**src/rtl/ps2_mouse_tracker.sv**
```systemverilog
// PS/2 mouse packet tracker: turns 3-byte movement packets into a saturated
// absolute cursor position plus button state, with sync-error and drop counters.
module ps2_mouse_tracker #(
  parameter int POS_W  = 8,
  parameter int X_MAX  = 159,
  parameter int Y_MAX  = 119,
  parameter int X_INIT = 80,
  parameter int Y_INIT = 60
) (
  input  logic             clk_sys,
  input  logic             rst,
  input  logic             rd_vld,
  input  logic [23:0]      rd_data,
  output logic             rd_en,
  input  logic             pos_clr,
  output logic [POS_W-1:0] mouse_x,
  output logic [POS_W-1:0] mouse_y,
  output logic [2:0]       mouse_btn,
  output logic             pos_upd,
  output logic [7:0]       sync_err_cnt,
  output logic [7:0]       drop_cnt
);

  localparam int SW = POS_W + 2;
  localparam logic signed [SW-1:0] X_MAX_S  = SW'(X_MAX);
  localparam logic signed [SW-1:0] Y_MAX_S  = SW'(Y_MAX);
  localparam logic [POS_W-1:0]     X_INIT_P = POS_W'(X_INIT);
  localparam logic [POS_W-1:0]     Y_INIT_P = POS_W'(Y_INIT);

  typedef enum logic [1:0] {
    S_IDLE  = 2'd0,
    S_CALC  = 2'd1,
    S_CLAMP = 2'd2,
    S_DONE  = 2'd3
  } state_t;

  state_t                 state;
  logic [2:0]             pkt_btn;
  logic [3:0]             pkt_flags;   // {Y ovf, X ovf, Y sign, X sign}
  logic [7:0]             pkt_dx;
  logic [7:0]             pkt_dy;
  logic signed [SW-1:0]   sx;
  logic signed [SW-1:0]   sy;

  function automatic logic [7:0] sat_inc(input logic [7:0] c);
    return (c == 8'hFF) ? c : c + 8'd1;
  endfunction

  // 9-bit two's-complement delta widened to SW bits; overflow forces zero.
  function automatic logic signed [SW-1:0] delta(input logic sgn, input logic ovf,
                                                 input logic [7:0] mag);
    if (ovf) return '0;
    else     return {{(SW-9){sgn}}, sgn, mag};
  endfunction

  function automatic logic [POS_W-1:0] clamp(input logic signed [SW-1:0] v,
                                             input logic signed [SW-1:0] hi);
    if (v[SW-1])     return '0;
    else if (v > hi) return hi[POS_W-1:0];
    else             return v[POS_W-1:0];
  endfunction

  assign rd_en = (state == S_IDLE);

  always_ff @(posedge clk_sys or posedge rst) begin
    if (rst) begin
      state        <= S_IDLE;
      pkt_btn      <= 3'd0;
      pkt_flags    <= 4'd0;
      pkt_dx       <= 8'd0;
      pkt_dy       <= 8'd0;
      sx           <= '0;
      sy           <= '0;
      mouse_x      <= X_INIT_P;
      mouse_y      <= Y_INIT_P;
      mouse_btn    <= 3'd0;
      pos_upd      <= 1'b0;
      sync_err_cnt <= 8'd0;
      drop_cnt     <= 8'd0;
    end else begin
      pos_upd <= 1'b0;
      if (rd_vld && (state != S_IDLE)) drop_cnt <= sat_inc(drop_cnt);

      case (state)
        S_IDLE: begin
          if (rd_vld) begin
            pkt_btn   <= rd_data[2:0];
            pkt_flags <= rd_data[7:4];
            pkt_dx    <= rd_data[15:8];
            pkt_dy    <= rd_data[23:16];
            if (rd_data[3]) state <= S_CALC;
            else            sync_err_cnt <= sat_inc(sync_err_cnt);
          end
        end
        S_CALC: begin
          // Screen Y grows downward, so PS/2 +Y moves the cursor up.
          sx    <= $signed({2'b00, mouse_x}) + delta(pkt_flags[0], pkt_flags[2], pkt_dx);
          sy    <= $signed({2'b00, mouse_y}) - delta(pkt_flags[1], pkt_flags[3], pkt_dy);
          state <= S_CLAMP;
        end
        S_CLAMP: begin
          mouse_x   <= clamp(sx, X_MAX_S);
          mouse_y   <= clamp(sy, Y_MAX_S);
          mouse_btn <= pkt_btn;
          pos_upd   <= 1'b1;
          state     <= S_DONE;
        end
        S_DONE:  state <= S_IDLE;
        default: state <= S_IDLE;
      endcase

      // Re-centre overrides any same-cycle commit of X/Y.
      if (pos_clr) begin
        mouse_x <= X_INIT_P;
        mouse_y <= Y_INIT_P;
      end
    end
  end

endmodule

```
**config.mk**
```make
export PLATFORM = sky130hd
export DESIGN_NAME = ps2_mouse_tracker
export DESIGN_NICKNAME = d
export VERILOG_FILES = /design/src/rtl/ps2_mouse_tracker.sv
export SDC_FILE = /design/constraint.sdc
export NUM_CORES = 1
export LEC_CHECK = 0
export ABC_AREA = 0
export CAP_MARGIN = 30
export CORE_MARGIN = 5
export CORE_UTILIZATION = 54
export CTS_BUF_LIST = sky130_fd_sc_hd__clkbuf_4 sky130_fd_sc_hd__clkbuf_8 sky130_fd_sc_hd__clkbuf_16
export DETAILED_ROUTE_END_ITERATION = 8
export PLACE_DENSITY = 0.82
export SLEW_MARGIN = 20
export SYNTH_ARGS = -nofsm -noshare
export SYNTH_HDL_FRONTEND = slang
export SYNTH_SLANG_ARGS = --single-unit
```
**constraint.sdc**
```tcl
create_clock -name clk_sys -period 3.69 [get_ports clk_sys]
set_input_delay 0.738 -clock clk_sys [delete_from_list [all_inputs] [get_ports clk_sys]]
set_output_delay 0.738 -clock clk_sys [all_outputs]
set_load 0.02 [all_outputs]
```
# Yosys cells after proc, flatten, opt, wreduce, memory -nomap -nowiden
# Cells that the tools add are included.
dict set report op_classes {
  n_eq_ne 7
  n_mux 16
  bitwise_logic 3
  n_div 0
  multipliers 0
  n_shift 0
  n_lt_le_gt_ge 2
  n_addsub 4
  reduce_logical 8
}
# op count
set ops {}
lappend ops {{$mux 8} 8}
lappend ops {{$mux 10} 4}
lappend ops {{$add 8x1->8 const B} 2}
lappend ops {{$eq 8x8->1 const B} 2}
lappend ops {{$add 9x10->10} 1}
lappend ops {{$gt 10x8->1 const B} 1}
lappend ops {{$gt 10x9->1 const B} 1}
lappend ops {{$sub 9x10->10} 1}
lappend ops {{$pmux 2 s4} 1}
lappend ops {{$reduce_and 2->1} 3}
lappend ops {{$eq 2x2->1 const B} 2}
lappend ops {{$mux 2} 2}
lappend ops {{$ne 2x2->1 const B} 2}
lappend ops {{$reduce_and 4->1} 1}
lappend ops {{$reduce_bool 2->1} 2}
lappend ops {{$not 1->1} 3}
lappend ops {{$eq 2x1->1 const B} 1}
lappend ops {{$logic_not 2->1} 1}
lappend ops {{$logic_and 1x1->1} 1}
lappend ops {{$mux 1} 1}
dict set report word_totals {
  wordCells 53
  mem_bits_ro 0
  latch_bits 0
  out_inout_bits 37
  n_memories 0
  ram_bits 0
  regBits 81
  in_bits 28
}

# Longest topological paths before layout
dict set report logic_depth {
  depth_word 5
  ltp_mapped 9
  ltp_nobuf 9
}

# Worst setup path after synthesis
# OpenSTA, ideal clock, no wires.
dict set report synth_timing {
  path_kind {register to register}
  from {register pkt_flags[3]}
  to {register sy[8]}
  t_required_ns 3.565
  path_buffers 0
  path_stages_with_launch 10
  setup_slack_ns 1.545
  t_arrival_ns 2.020
  period_less_slack_ns 2.145
  setup_ns 0.125
  path_cell_list {dfrtp_1 > nor2b_1 > ha_1 > inv_1 > fa_1 > a211oi_1 > o21bai_1 > o22ai_1 > xnor2_1 > mux2_2}
}
dict set report synth_via {
  elab_chain_cells 3
}
# item line
set synth_rtl {}
lappend synth_rtl {{start, declared} 39} ;# logic [3:0] pkt_flags;
lappend synth_rtl {{start signal, assigned} 88} ;# pkt_flags <= rd_data[7:4];
lappend synth_rtl {{$mux 10} 52} ;# if (ovf) return '0;
lappend synth_rtl {{$mux 10} 84} ;# case (state)
lappend synth_rtl {{$sub 9x10->10} 98} ;# sy <= $signed({2'b00, mouse_y}) - delta(pkt_flags[1], pkt_flags[3], pkt_dy);
lappend synth_rtl {{end signal, assigned} 98}
lappend synth_rtl {{end, declared} 43} ;# logic signed [SW-1:0] sy;
# No other way between the ends. The select of a mux whose other input is x is not followed.
# A chain may end at the register's enable or synchronous reset.

# Worst setup path after layout
dict set report layout_timing {
  from {register state[0]}
  to {output port rd_en}
}
dict set report layout_via {
  elab_chain_cells 1
}
# item line
set layout_rtl {}
lappend layout_rtl {{start, declared} 37} ;# state_t state;
lappend layout_rtl {{start signal, assigned} 67} ;# state <= S_IDLE;
lappend layout_rtl {{start signal, assigned} 91} ;# if (rd_data[3]) state <= S_CALC;
lappend layout_rtl {{start signal, assigned} 99} ;# state <= S_CLAMP;
lappend layout_rtl {{$logic_not 2->1} 63} ;# assign rd_en = (state == S_IDLE);
lappend layout_rtl {{end, declared} 14} ;# output logic rd_en,
# No other way between the ends.

==> results.cfg <==
[worst_setup_path]
cpMaxStageDelayCell = clkdlybuf4s50_1
cp.required_ns = 2.95
slowest_delay_ns = 0.64
worstSetupPathType = flip-flop to primary output
path_cells = inv_1 > ha_1 > clkdlybuf4s50_1
critPathBufInv = 2
cp.arrival_ns = 1.76
cp_max_fo = 6
endpoint_kind = primary output
rr_startpoint = pkt_flags[3]$_DFFE_PP0P_
crit_family = buffers and inverters
cp-start-kind = flip-flop
crit_start = state[0]$_DFFE_PP0P_

[finish]
fin_cells = 533
regArea_sq_um = 2030
diodes = 0
drive_above_1_share = 0.145
nets = 480
multi_input_area_sq_um = 1920
syn_to_final_growth_pct = 24.4
nFillCells = 547

[global_route]
grt_pass1_wl_mm = 15.1
antenna_found_initial = 0
grt_pass1_vias = 3130
grt_max_degree = 39
grt_overflow = 0
grt_use_total = 0.212

[sta]
tightest_slew_ns = 0.702
hold_viol = 0
clock.fmax_mhz = 400
finalWorstSetupSlack_ns = 1.19
maxSlewViolCount = 0
skew_ns = 0.00859
rsz0062_at_grt = no
slew_headroom = 0.532
layout_min_cycle_time_ns = 2.50
fin_setup_tns_ns = 0
finalSetupViolCount = 0
finalCritPeriodShare = 0.677

[power_and_ir_drop]
power_frac_clock = 0.151
powerDensity_nw_per_um2 = 943
power_frac_comb = 0.498
vdd_drop_max_mv = 0.532
p_leak_nw = 2.12
p_sw_frac = 0.399
power_mw = 4.73
internal_power_mw = 2.84
p_switching_mw = 1.89
sequentialPowerShare = 0.350

[synthesis]
synth_top_area_frac = 0.465
synth_nets = 410
yosysWarnings = 0
ys_top_cells_by_count = dfrtp_1, mux2_2, nand2_1
synth-seq-cells = 81
synth_async_sr_flop_share = 1.00
synth_edf_count = 0
synth_area_leader_cell = dfrtp_1
ys_seq_area_frac = 0.504
ys_types = 44
ys_top_cells_by_area = dfrtp_1, mux2_2, ha_1, dfstp_2, xnor2_1
synth_ff_type = dfrtp_1
syn_area_sq_um = 4040
synthCells = 359
yosysMostFrequentCell = dfrtp_1
avgSynthCellArea_sq_um = 11.2

[floorplanning]
fp.dieArea_sq_um = 9310
die_x_um = 96.5
floorplan.initialDensity = 0.557
row_count = 31
die_h_um = 96.5
ios = 65
coreArea_sq_um = 7250

[route]
vias = 2984
firstDrtPassIters = 4
drt_wl_total_mm = 8.84
post-route-drc-count = 0
viasPerCell = 5.60
wl_per_cell_um = 16.6
antenna_left = 0
drtIter0Drc = 124

[cts]
clock_latency_ns = 0.35
cts_sinks = 81
cts_tree = built
cts_hold_buffers = 0
cts_buffers = 9
cts-htree-levels = 3
clk_pin_slew_worst_paths_ns = 0.08
ctsResizeCount = 0
root_buffer = clkbuf_8
clk_path_buf_depth = 2
post_cts_buffers = 0

[placement]
dp_slack_ns = 1.26
dp.final_hpwl_mm = 6.38
portBuffers = 64
place_inst = 517
gp_congestion = 0.875

[run]
cap_violations = 0

[outcome]
outcome = completed

[worst_hold_path]
hold_class = flip-flop to flip-flop
min-delay-start = sx[4]$_DFFE_PP0N_
==> layout make-up <==
| type | count | share of cell area |
|---|---|---|
| clock buffer | 10 | 0.0262 |
| clock inverter | 6 | 0.0182 |
| inverter | 13 | 0.00997 |
| multi-input combinational | 256 | 0.382 |
| sequential | 81 | 0.405 |
| tap | 99 | 0.0247 |
| timing repair buffer | 68 | 0.134 |
==> cell usage in the layout, fill, tap and decap left out, types with 2 or more instances in the layout <==
cell              n
o2bb2ai_1         3
o21ai_0          17
nand3_1           6
nand4_1           4
clkinvlp_4        3
mux2_2           34
clkdlybuf4s50_1  64
xor2_1            4
fa_1              2
xnor2_1          17
buf_4             4
a21o_1            3
o21a_1            5
o21bai_1          2
nor3_1            7
o31ai_1           4
nand2b_1         15
a21oi_1          22
mux2i_1           3
ha_1             21
a211oi_1          6
inv_1            12
a31oi_1           2
nor2_1           17
nor2b_1          10
o211ai_1          5
a211o_1           2
nor4_1            3
dfrtp_1          75
nand2_1          24
clkbuf_8          9
dfstp_2           6
and4_1            2
a21boi_0          2
and3_1            2
bufinv_16         2
==> through the flow <==
step                 util  cell area [sq um]  hold WS, ns
floorplan               -               4040        0.448
global placement    0.662               4800        0.462
detailed placement  0.662               4800        0.468
CTS                 0.692               5020        0.487
global route        0.692               5020        0.511
finish              0.692               5020        0.484
==> routing by layer <==
layer / track usage / wire, um / vias up
met4: 0.0946 / 189 / 0
met1: 0.275 / 3920 / 1462
li1: - / - / 1422
met5: 0 / 0 / -
met3: 0.0496 / 551 / 18
met2: 0.340 / 4180 / 82
==> power by group through the flow <==
stage | Sequential, mW | Clock (mW) | Combinational (mW)
after global routing | 1.72 | 0.766 | 2.61
after detailed placement | 1.66 | 0 | 2.34
after global placement | 1.65 | 0 | 2.25
final | 1.66 | 0.717 | 2.36
after floorplan | 1.74 | 0 | 1.50
after CTS | 1.65 | 0.730 | 2.37
==> path summary, 6_finish.rpt <==
path	endpoint	slack [ns]	depth (start not counted)
worst max register to register	sy[8]$_DFFE_PP0N_	1.32	9
max in group asynchronous	mouse_x[6]$_DFFE_PP1P_	2.11	3
worst min register to register	sx[4]$_DFFE_PP0N_	0.48	1
worst max-delay path	rd_en	1.19	3
min in group asynchronous	pkt_dy[1]$_DFFE_PP0P_	0.78	2
worst min-delay path	sx[4]$_DFFE_PP0N_	0.48	1
==> registers in the layout (all words and copies together) (netlist names) <==
name	count
sx	10
sync_err_cnt	8
state	2
mouse_btn	3
drop_cnt	8
pkt_flags	4
sy	10
pkt_dx	8
pkt_btn	3
pkt_dy	8
mouse_x	8
pos_upd	1
mouse_y	8
==> cell families (layout without fill, tap and decap cells) <==
logic type	count (synthesis)	count (layout)	synth area share
AOI/OAI and AO/OA	80	80	0.131
xor gates and xnor gates	21	21	0.0456
adders and majority gates	23	23	0.0750
buffers and inverters	22	97	0.0205
DFF	81	81	0.504
muxes	37	37	0.102
and+or+nand+nor	95	95	0.121
No activity file was read; power rests on OpenSTA's default activity.
==> patch, RTL diff (same settings) <==
Encoding of `state_t`: now one-hot (4 bits for 4 states).
--- a/src/rtl/ps2_mouse_tracker.sv
+++ b/src/rtl/ps2_mouse_tracker.sv
@@ -27,11 +27,11 @@
   localparam logic [POS_W-1:0]     X_INIT_P = POS_W'(X_INIT);
   localparam logic [POS_W-1:0]     Y_INIT_P = POS_W'(Y_INIT);
 
-  typedef enum logic [1:0] {
-    S_IDLE  = 2'd0,
-    S_CALC  = 2'd1,
-    S_CLAMP = 2'd2,
-    S_DONE  = 2'd3
+  typedef enum logic [3:0] {
+    S_IDLE  = 4'b0001,
+    S_CALC  = 4'b0010,
+    S_CLAMP = 4'b0100,
+    S_DONE  = 4'b1000
   } state_t;
 
   state_t                 state;
Behaviour: no difference found for any inputs over 10 cycles, from zero or initial values and one cycle with rst high; not proved beyond that.
==> patch against the unedited design <==
Via count grew 3.6%. Wire length shrank 2.0%. Sequential cell count grew 2. Cell area is the same. Area after synthesis grew 1.4%. Core utilization shrank 0.73 points. Clock skew grew 0.00093 ns. First-iteration DRC count grew 56%. Setup slack lost 0.31 ns. Count of clock-buffer cells in the layout grew 3. Critical path type unchanged.
Power is not compared: it rests on default switching activity, and its combinational part moved more than twofold at a synthesized area within 25%.
==> patch: results (changes against the unedited design) <==
First-pass GRT wire length: 14.9 mm (-0.82%)
Clock Pin Slew Worst Setup and Hold Paths: 0.08 ns (about the same)
Final #Nets: 501 (+4.4%)
Iteration-0 DRC count of the detailed router: 194 (+56%)
Worst-Skew Late Latency: 0.35 ns (about the same)
Hold path endpoint: mouse_btn[0]$_DFFE_PP0P_
Synthesized Nets: 435 (+6.1%)
Crit path max fanout: 3 (-3)
Internal power: 0.00183 W
Worst path max stage delay: 0.60 ns (-0.04 ns)
Status: finished, final reports clean
P_clk: 0.000601 W
Hold Path Origin: pkt_btn[0]$_DFFE_PP0P_
DR WL/cell: 15.5 µm (-6.2%)
DRT Pass-1 Iters: 4 (unchanged)
Share of layout cells above drive strength 1: 12.4% (-2.1 points)
Top post-synthesis cells by area: dfrtp_1 (46%), mux2_2 (6.6%), ha_1 (5.5%), dfstp_2 (4.5%), nand2_1 (4.3%)
Worst Path Arrival: 2.07 ns (+0.31 ns)
Critical path origin: state[0]$_DFFE_PP1P_
MaxCap Viol Count: 0 (unchanged)
Register area share after synthesis: 50.9% (+0.54 points)
Unique masters post-synth: 46 (+4.5%)
Antenna Cells: 0 (unchanged)
Avg Vias per Cell: 5.55 (-0.91%)
Vias in the first global route: 3227 (+3.1%)
Fin Clk Skew: 0.00952 ns (+0.000928 ns)
Post-synth top cells: dfrtp_1 (76), nand2_1 (47), mux2_2 (24), o21ai_0 (23)
Logic power comb: 0.000876 W
Largest net degree at the start of global routing: 63 (+62%)
HP Class: reg -> reg
FF-to-FF setup slack: 1.37 ns (+0.05 ns)
WHS Path Cells: 2 (+1)
Final Wtd Congestion: 0.821 (-6.1%)
Max-slew headroom: 54.0% (+0.78 points)
Global-route usage over all layers: 19.1% (-2.2 points)
Post-synth top area share: 46.4% (about the same)
Final HPWL DP: 6.03 mm (-5.5%)
patch: cell families (layout without fill, tap and decap cells):
| family | Yosys count | in the layout | share of synthesized area [%] |
|---|---|---|---|
| muxes | 24 | 24 | 6.60 |
| xor gates and xnor gates | 22 | 22 | 4.71 |
| DFF | 83 | 83 | 50.9 |
| buffers and inverters | 26 | 97 | 2.41 |
| adders and majority gates | 20 | 20 | 6.48 |
| and+or+nand+nor | 130 | 130 | 16.0 |
| AOI/OAI and AO/OA | 82 | 82 | 12.8 |
patch: final cells by class:
type | count | area [µm²]
fill | 538 | 2310
sequential | 83 | 2090
multi-input combinational | 278 | 1910
timing repair buffer | 66 | 668
clock buffer | 13 | 160
tap | 99 | 124
inverter | 15 | 58.8
clock inverter | 3 | 15.0
patch: metal layers:
| metal | wire length, µm | global-route usage [%] | up-vias | part of all wire (%) |
|---|---|---|---|---|
| li1 | - | - | 1488 | - |
| met1 | 3940 | 24.7 | 1506 | 46 |
| met2 | 4220 | 31.3 | 81 | 49 |
| met3 | 338 | 3.59 | 15 | 3.9 |
| met4 | 157 | 8.10 | 0 | 1.8 |
| met5 | 0 | 0 | - | 0 |
patch: stage by stage:
| step | area (µm²) | util [%] | total power (W) | std cells | setup WS, ns |
|---|---|---|---|---|---|
| finish | 5020 | 68.5 | 0.00280 | 557 | 0.881 |
| global route | 5020 | 68.5 | 0.00299 | 557 | 0.837 |
| CTS | 5020 | 68.5 | 0.00282 | 557 | 0.866 |
| detailed placement | 4850 | 66.1 | 0.00221 | 541 | 1.25 |
| global placement | 4850 | 66.1 | 0.00217 | 541 | 1.28 |
| floorplan | 4100 | - | 0.00189 | 387 | 0.827 |
patch: critical path, delay by kind of cell (launching register included):
family	cells	cell delay, ns
AND/OR/NAND/NOR	1	0.49
flip-flops	1	0.54
buffers and inverters	2	0.69
